$ cat config.mk
export PLATFORM = sky130hd
export DESIGN_NAME = exec_issue_ctrl
export DESIGN_NICKNAME = d
export VERILOG_FILES = /design/src/rtl/exec_pkg.sv /design/src/rtl/exec_sel_decode.sv /design/src/rtl/exec_issue_ctrl.sv
export SDC_FILE = /design/constraint.sdc
export NUM_CORES = 1
export LEC_CHECK = 0
export BUFFER_PORTS_ARGS = -buffer_cell sky130_fd_sc_hd__buf_2
export CORE_MARGIN = 1
export CORE_UTILIZATION = 25
export CTS_BUF_LIST = sky130_fd_sc_hd__clkbuf_16
export DETAILED_ROUTE_END_ITERATION = 6
export GPL_ROUTABILITY_DRIVEN = 0
export PLACE_DENSITY_LB_ADDON = 0.25
export SYNTH_ARGS = -nofsm -noshare
export SYNTH_HDL_FRONTEND = slang
export SYNTH_SLANG_ARGS = --single-unit
$ cat constraint.sdc
create_clock -name clk -period 1.85 [get_ports clk]
set_input_delay 0.2775 -clock clk [delete_from_list [all_inputs] [get_ports clk]]
set_output_delay 0.2775 -clock clk [all_outputs]
set_load 0.05 [all_outputs]
$ cat src/rtl/exec_pkg.sv
// exec_pkg: select codes, FSM state type and defaults shared by the issue controller
package exec_pkg;
    localparam logic [4:0] SEL_PASS = 5'b00000;
    localparam logic [4:0] SEL_ADD  = 5'b00001;
    localparam logic [4:0] SEL_SUB  = 5'b00010;
    localparam logic [4:0] SEL_ADC  = 5'b00011;
    localparam logic [4:0] SEL_AND  = 5'b00110;
    localparam logic [4:0] SEL_OR   = 5'b00111;
    localparam logic [4:0] SEL_DIV  = 5'b01000;
    localparam logic [4:0] SEL_SHL  = 5'b10000;
    localparam logic [4:0] SEL_SHR  = 5'b10001;
    localparam int DIV_LAT_DEF = 4;
    localparam int DIV_CW      = 4;
    typedef enum logic {IDLE, DIV_BUSY} state_t;
endpackage

$ cat src/rtl/exec_sel_decode.sv
// exec_sel_decode: classifies a select code as legal and/or multi-cycle
module exec_sel_decode
    import exec_pkg::*;
(
    input  logic [4:0] sel,
    output logic       legal,
    output logic       multicycle
);
    assign legal = sel inside {SEL_PASS, SEL_ADD, SEL_SUB, SEL_ADC, SEL_AND,
                               SEL_OR, SEL_DIV, SEL_SHL, SEL_SHR};
    assign multicycle = sel == SEL_DIV;
endmodule

$ cat src/rtl/exec_issue_ctrl.sv
// exec_issue_ctrl: accepts decoded ops, stages them one edge, then strobes the executer.
// A flush during the staging cycle kills the strobe; a strobe already on the outputs stands.
module exec_issue_ctrl
    import exec_pkg::*;
#(
    parameter int DIV_LAT = DIV_LAT_DEF,
    parameter int CNT_W   = 16
) (
    input  logic             clk,
    input  logic             rst_n,
    input  logic             op_valid,
    output logic             op_ready,
    input  logic [4:0]       op_sel,
    input  logic [4:0]       op_dst,
    input  logic [4:0]       op_reg3,
    input  logic             op_incr,
    input  logic             flush,
    output logic             ex_fire,
    output logic [4:0]       ex_sel,
    output logic [4:0]       ex_dst,
    output logic [4:0]       ex_reg3,
    output logic             ex_incr,
    output logic             busy,
    output logic             illegal_pulse,
    output logic             err_sticky,
    output logic [CNT_W-1:0] retired_cnt
);
    logic              legal, multi, take, s_valid, s_legal, s_incr, fire_next;
    logic [4:0]        s_sel, s_dst, s_reg3;
    logic [DIV_CW-1:0] div_cnt;
    state_t            state;

    exec_sel_decode u_dec (.sel(op_sel), .legal(legal), .multicycle(multi));

    assign op_ready  = rst_n && !flush && state == IDLE;
    assign take      = op_valid && op_ready;
    assign busy      = state == DIV_BUSY;
    assign fire_next = s_valid && s_legal && !flush;

    always_ff @(posedge clk) begin
        if (!rst_n) begin
            state         <= IDLE;
            div_cnt       <= '0;
            s_valid       <= 1'b0;
            s_legal       <= 1'b0;
            s_sel         <= '0;
            s_dst         <= '0;
            s_reg3        <= '0;
            s_incr        <= 1'b0;
            ex_fire       <= 1'b0;
            ex_sel        <= '0;
            ex_dst        <= '0;
            ex_reg3       <= '0;
            ex_incr       <= 1'b0;
            illegal_pulse <= 1'b0;
            err_sticky    <= 1'b0;
            retired_cnt   <= '0;
        end else begin
            s_valid <= take;
            if (take) begin
                s_legal <= legal;
                s_sel   <= op_sel;
                s_dst   <= op_dst;
                s_reg3  <= op_reg3;
                s_incr  <= op_incr;
            end
            ex_fire       <= fire_next;
            illegal_pulse <= s_valid && !s_legal;
            if (s_valid && !s_legal)
                err_sticky <= 1'b1;
            if (fire_next) begin
                ex_sel      <= s_sel;
                ex_dst      <= s_dst;
                ex_reg3     <= s_reg3;
                ex_incr     <= s_incr;
                retired_cnt <= retired_cnt + 1'b1;
            end
            // the DIV's own strobe comes from the staging register, so busy only blocks intake
            if (flush) begin
                state   <= IDLE;
                div_cnt <= '0;
            end else if (take && multi && DIV_LAT > 1) begin
                state   <= DIV_BUSY;
                div_cnt <= DIV_CW'(DIV_LAT - 1);
            end else if (state == DIV_BUSY) begin
                div_cnt <= div_cnt - 1'b1;
                if (div_cnt == DIV_CW'(1))
                    state <= IDLE;
            end
        end
    end
endmodule

After elaboration in Yosys (flattened, before gate mapping)
Index checks and enable logic that the tools add are counted.
{"block": "totals", "word_cells": 49, "output_inout_bits": 37, "register_bits": 58, "in_bits": 20}
{"block": "classes", "addsub": 2, "reduce_logical": 14, "eq_ne": 9, "n_mux": 5, "bitwise_logic": 2}
{"operator": "$add A16 B1 Y16 const B", "count": 1}
{"operator": "$eq A5 B2 Y1 const B", "count": 2}
{"operator": "$eq A5 B3 Y1 const B", "count": 2}
{"operator": "$eq A5 B5 Y1 const B", "count": 2}
{"operator": "$reduce_bool A9 Y1", "count": 1}
{"operator": "$logic_and A1 B1 Y1", "count": 7}
{"operator": "$eq A5 B1 Y1 const B", "count": 1}
{"operator": "$eq A5 B4 Y1 const B", "count": 1}
{"operator": "$logic_not A5 Y1", "count": 1}
{"operator": "$eq A4 B1 Y1 const B", "count": 1}
{"operator": "$mux W2", "count": 2}
{"operator": "$sub A4 B1 Y4 const B", "count": 1}
{"operator": "$mux W1", "count": 3}
{"operator": "$reduce_or A3 Y1", "count": 1}
{"operator": "$logic_not A1 Y1", "count": 2}
{"operator": "$not A1 Y1", "count": 2}
{"operator": "$reduce_bool A2 Y1", "count": 1}
{"operator": "$reduce_or A2 Y1", "count": 1}

Longest topological paths before layout
{"block": "depth", "word_depth": 6, "ltp_mapped": 7, "mapped_depth_nobuf": 6}

By module
From an unflattened synthesis, not the netlist that was laid out.
{"block": "hier_totals", "hier_cells": 269, "hier_area_um2": 2368.5}
{"module": "exec_issue_ctrl", "cells_per_inst": 263, "seq_area_each_um2": 1161.1, "area_per_inst_um2": 2337.2, "n_inst": 1}
{"module": "exec_sel_decode", "cells_per_inst": 6, "seq_area_each_um2": 0.0, "area_per_inst_um2": 31.3, "n_inst": 1}

Worst setup path before layout
OpenSTA, ideal clock, no wires.
{"block": "synth_path", "kind": "flip-flop to flip-flop", "start": "register retired_cnt[4]", "end": "register retired_cnt[15]", "path_stages_with_launch": 6, "period_less_slack_ns": 2.166, "required_time_ns": 1.780, "path_buffers": 1, "setup_slack_ns": -0.316, "setup_time_ns": 0.070, "arrival_time_ns": 2.096, "cell_sequence": "dfxtp_1 > nand4_2 > or3_1 > buf_2 > or4_1 > a21oi_1"}
{"block": "synth_via", "elab_chain_cells": 1}
{"item": "start, declared", "line": "exec_issue_ctrl.sv:26", "rtl": "output logic [CNT_W-1:0] retired_cnt"}
{"item": "start signal, assigned", "line": "exec_issue_ctrl.sv:76", "rtl": "retired_cnt <= retired_cnt + 1'b1;"}
{"item": "$add A16 B1 Y16", "line": "exec_issue_ctrl.sv:76"}
No other way between the ends.
A chain may end at the register's enable or synchronous reset.

Worst setup path in the final report
Ends and elaborated chain as after synthesis.

==> flow_summary_export.csv <==
group,metric,value,unit
status,status,"completed",
cells_and_area,n_antenna_cell,0,
worst_setup_path,arrival,1980,ps
worst_setup_path,rr_endpoint,"retired_cnt[15]$_SDFFE_PN0P_",
floorplan,die_area,9350,sq um
worst_setup_path,crit_path_end_kind,"flop",
power,switching_power,0.654,mW
global_routing,grt-ovfl-total,0,
cells_and_area,final_cell_mix,"79 x nand2_1, 56 x buf_2, 48 x dfxtp_1, 43 x a21oi_1, 15 x nor2_1",
worst_setup_path,crit_end,"retired_cnt[15]$_SDFFE_PN0P_",
logic_synthesis,synthCells,274,
worst_setup_path,rr_worst_depth,4,
worst_setup_path,crit_fanout,10,
power,vdd_drop_max,0.511,mV
power,p_leak,1.17,nW
clock_network,cts_root_buf,"clkbuf_16",
logic_synthesis,synth.distinct_cells,34,
sta,tns,0,ps
floorplan,io_pins,57,
worst_setup_path,startpoint_type,"flop",
worst_setup_path,crit_required,2100,ps
logic_synthesis,synth_edf_count,0,
sta,final-hold-violation-count,0,
sta,fmax,578,MHz
sta,max_slew.worst_pin.slew,341,ps
sta,skew,5.26,ps
logic_synthesis,ys_ff_latch,58,
sta,finalCritPeriodShare,93.5,%
floorplan,core_area,8680,sq um
power,power_density,964,nW/um^2
power,comb_power_share,3.9,%
power,clkPwrFrac,51.7,%
clock_network,clk_pin_slew,60,ps
logic_synthesis,synth_area,2240,sq um
sta,fin_ws,120,ps
logic_synthesis,yosysWarnings,0,
global_routing,track_usage,12.2,%
clock_network,cts_tree,"yes",
logic_synthesis,yosysTopAreaCellShare,51.8,%
clock_network,clockBufferDepth,2,
cells_and_area,syn_to_final_growth,32.0,%
sta,maxSlewViolCount,0,
global_routing,grt_pass1_vias,1846,
cells_and_area,fin_nets,356,
cells_and_area,layout_commonest_cell,"nand2_1",
sta,post-route-min-period,1730,ps
route,drc,0,
route,detail-route-antenna-nets,0,
worst_setup_path,r2r_slack,120,ps
route,vias,2017,
clock_network,post_cts_buffers,0,
global_routing,grt_max_degree,50,
global_routing,antenna_found_initial,0,
power,swShare,22.9,%
clock_network,cts_resized,0,
route,drt_wl_total,5460,um
clock_network,cts-buffers-inserted,9,
floorplan,die_height,96.7,um
placement,hpwl,3770,um
global_routing,grt_pass1_wl,8900,um
logic_synthesis,avgSynthCellArea,8.18,sq um
power,power_frac_seq,44.4,%
sta,hold_ws,199,ps
sta,slew_headroom,77.0,%
clock_network,hold_buffers,0,
logic_synthesis,synthArstFlopShare,0,%
logic_synthesis,synth.net_count,297,
power,p_int,2.20,mW
hold_path,hold_class,"in2reg",
worst_setup_path,critical_path_class,"reg2reg",
floorplan,rows,34,
logic_synthesis,synth-main-ff-cell,"dfxtp_1",
placement,port_buffers,56,
clock_network,htreeDepth,3,
floorplan,start_util,25.8,%
route,vias_per_cell,4.52,
logic_synthesis,ys_seq_area_share,51.8,%
worst_setup_path,crit_start,"retired_cnt[4]$_SDFFE_PN0P_",
logic_synthesis,synth_top_area_cell,"dfxtp_1",
sta,finalSetupViolations,0,
sta,rsz0062_at_grt,"false",
job,max_cap_viol_count,0,
cells_and_area,fin_util,34.1,%
placement,preCtsSetupSlack,116,ps
cells_and_area,layout-drive-gt1-share,27.2,%
route,first_pass_iters,4,
floorplan,chipWidth,96.7,um
route,drt_iter0_markers,48,
clock_network,insertion_delay,320,ps
worst_setup_path,r2r_start,"retired_cnt[4]$_SDFFE_PN0P_",
clock_network,clock-sinks,58,
route,wl_per_cell,12.2,um
logic_synthesis,synth_area_leaders,"dfxtp_1 52%, nand2_1 13%, a21oi_1 9.6%",
per-layer routing:
layer	track usage, %	part of all wire, %	vias up
met2	17.7	44	48
met3	3.90	4.9	6
met5	0	0	-
li1	-	-	1040
met4	5.51	1.5	0
met1	16.3	49	923
per-stage QoR:
step,instance area (sq um),power (mW),std cells
2_1_floorplan,2270,1.35,274
3_3_place_gp,2690,1.41,430
3_5_place_dp,2690,1.41,430
4_1_cts,2960,2.91,446
5_1_grt,2960,2.98,446
6_report,2960,2.85,446
critical path: stages (launching register included):
cell	delay, ps
dfxtp_4	370
nand4_2	110
or3_1	510
or4_1	530
a21oi_1	140
layout make-up:
cell class | count | area, sq um
fill | 946 | 5720
sequential | 58 | 1190
multi-input combinational | 195 | 998
timing repair buffer | 64 | 353
clock buffer | 9 | 225
tap | 108 | 135
clock inverter | 7 | 42.5
inverter | 5 | 18.8
cell families (layout without fill, tap and decap cells):
kind of cell             count (synthesis)  in the layout  share of synthesized area [%]
flip-flops                              58             58                           51.8
adder cells (fa/ha/maj)                  3              3                           1.68
AND/OR/NAND/NOR                        127            127                           25.7
AO/OA/AOI/OAI                           54             54                           12.9
XOR/XNOR                                11             11                           4.30
buffers and inverters                   21             85                           3.63
synthesized netlist by cell type, types with 2 or more instances:
master,instances
a21oi_1,43
nor2_1,15
xnor2_1,6
nand4_1,3
buf_1,3
o31ai_1,5
nor4_1,3
nand2_1,79
o21ai_0,2
inv_1,4
clkbuf_1,11
or4_1,4
xor2_1,5
nand3_1,5
buf_2,2
or3_1,3
ha_1,3
dfxtp_1,58
nand3b_1,2
nor3_1,4
registers in the layout, indices dropped and copies added, names as in the netlist:
| register | flops |
|---|---|
| illegal_pulse | 1 |
| ex_incr | 1 |
| s_dst | 5 |
| s_reg3 | 5 |
| ex_sel | 5 |
| s_legal | 1 |
| ex_fire | 1 |
| s_incr | 1 |
| s_valid | 1 |
| ex_reg3 | 5 |
| div_cnt | 4 |
| err_sticky | 1 |
| ex_dst | 5 |
| retired_cnt | 16 |
| busy | 1 |
| s_sel | 5 |
worst min-delay path by stage:
stage | cells after the start | from | end | slack (ps)
CTS | 3 | op_reg3[1] | s_reg3[1]$_SDFFE_PN0P_ | 190
detailed placement | 2 | s_incr$_SDFFE_PN0P_ | ex_incr$_SDFFE_PN0P_ | 440
global placement | 1 | err_sticky$_SDFFE_PN0P_ | err_sticky$_SDFFE_PN0P_ | 430
global route | 3 | op_dst[1] | s_dst[1]$_SDFFE_PN0P_ | 200
finish | 3 | op_dst[3] | s_dst[3]$_SDFFE_PN0P_ | 200
floorplan | 1 | rst_n | err_sticky$_SDFFE_PN0P_ | 390
power groups by stage:
stage	sequential (mW)	combinational (mW)	clock, mW
6_report	1.27	0.111	1.47
5_1_grt	1.27	0.124	1.59
4_1_cts	1.27	0.114	1.53
3_5_place_dp	1.29	0.114	0
3_3_place_gp	1.29	0.113	0
2_1_floorplan	1.30	0.0530	0
Power figures use the tool's default switching activity.
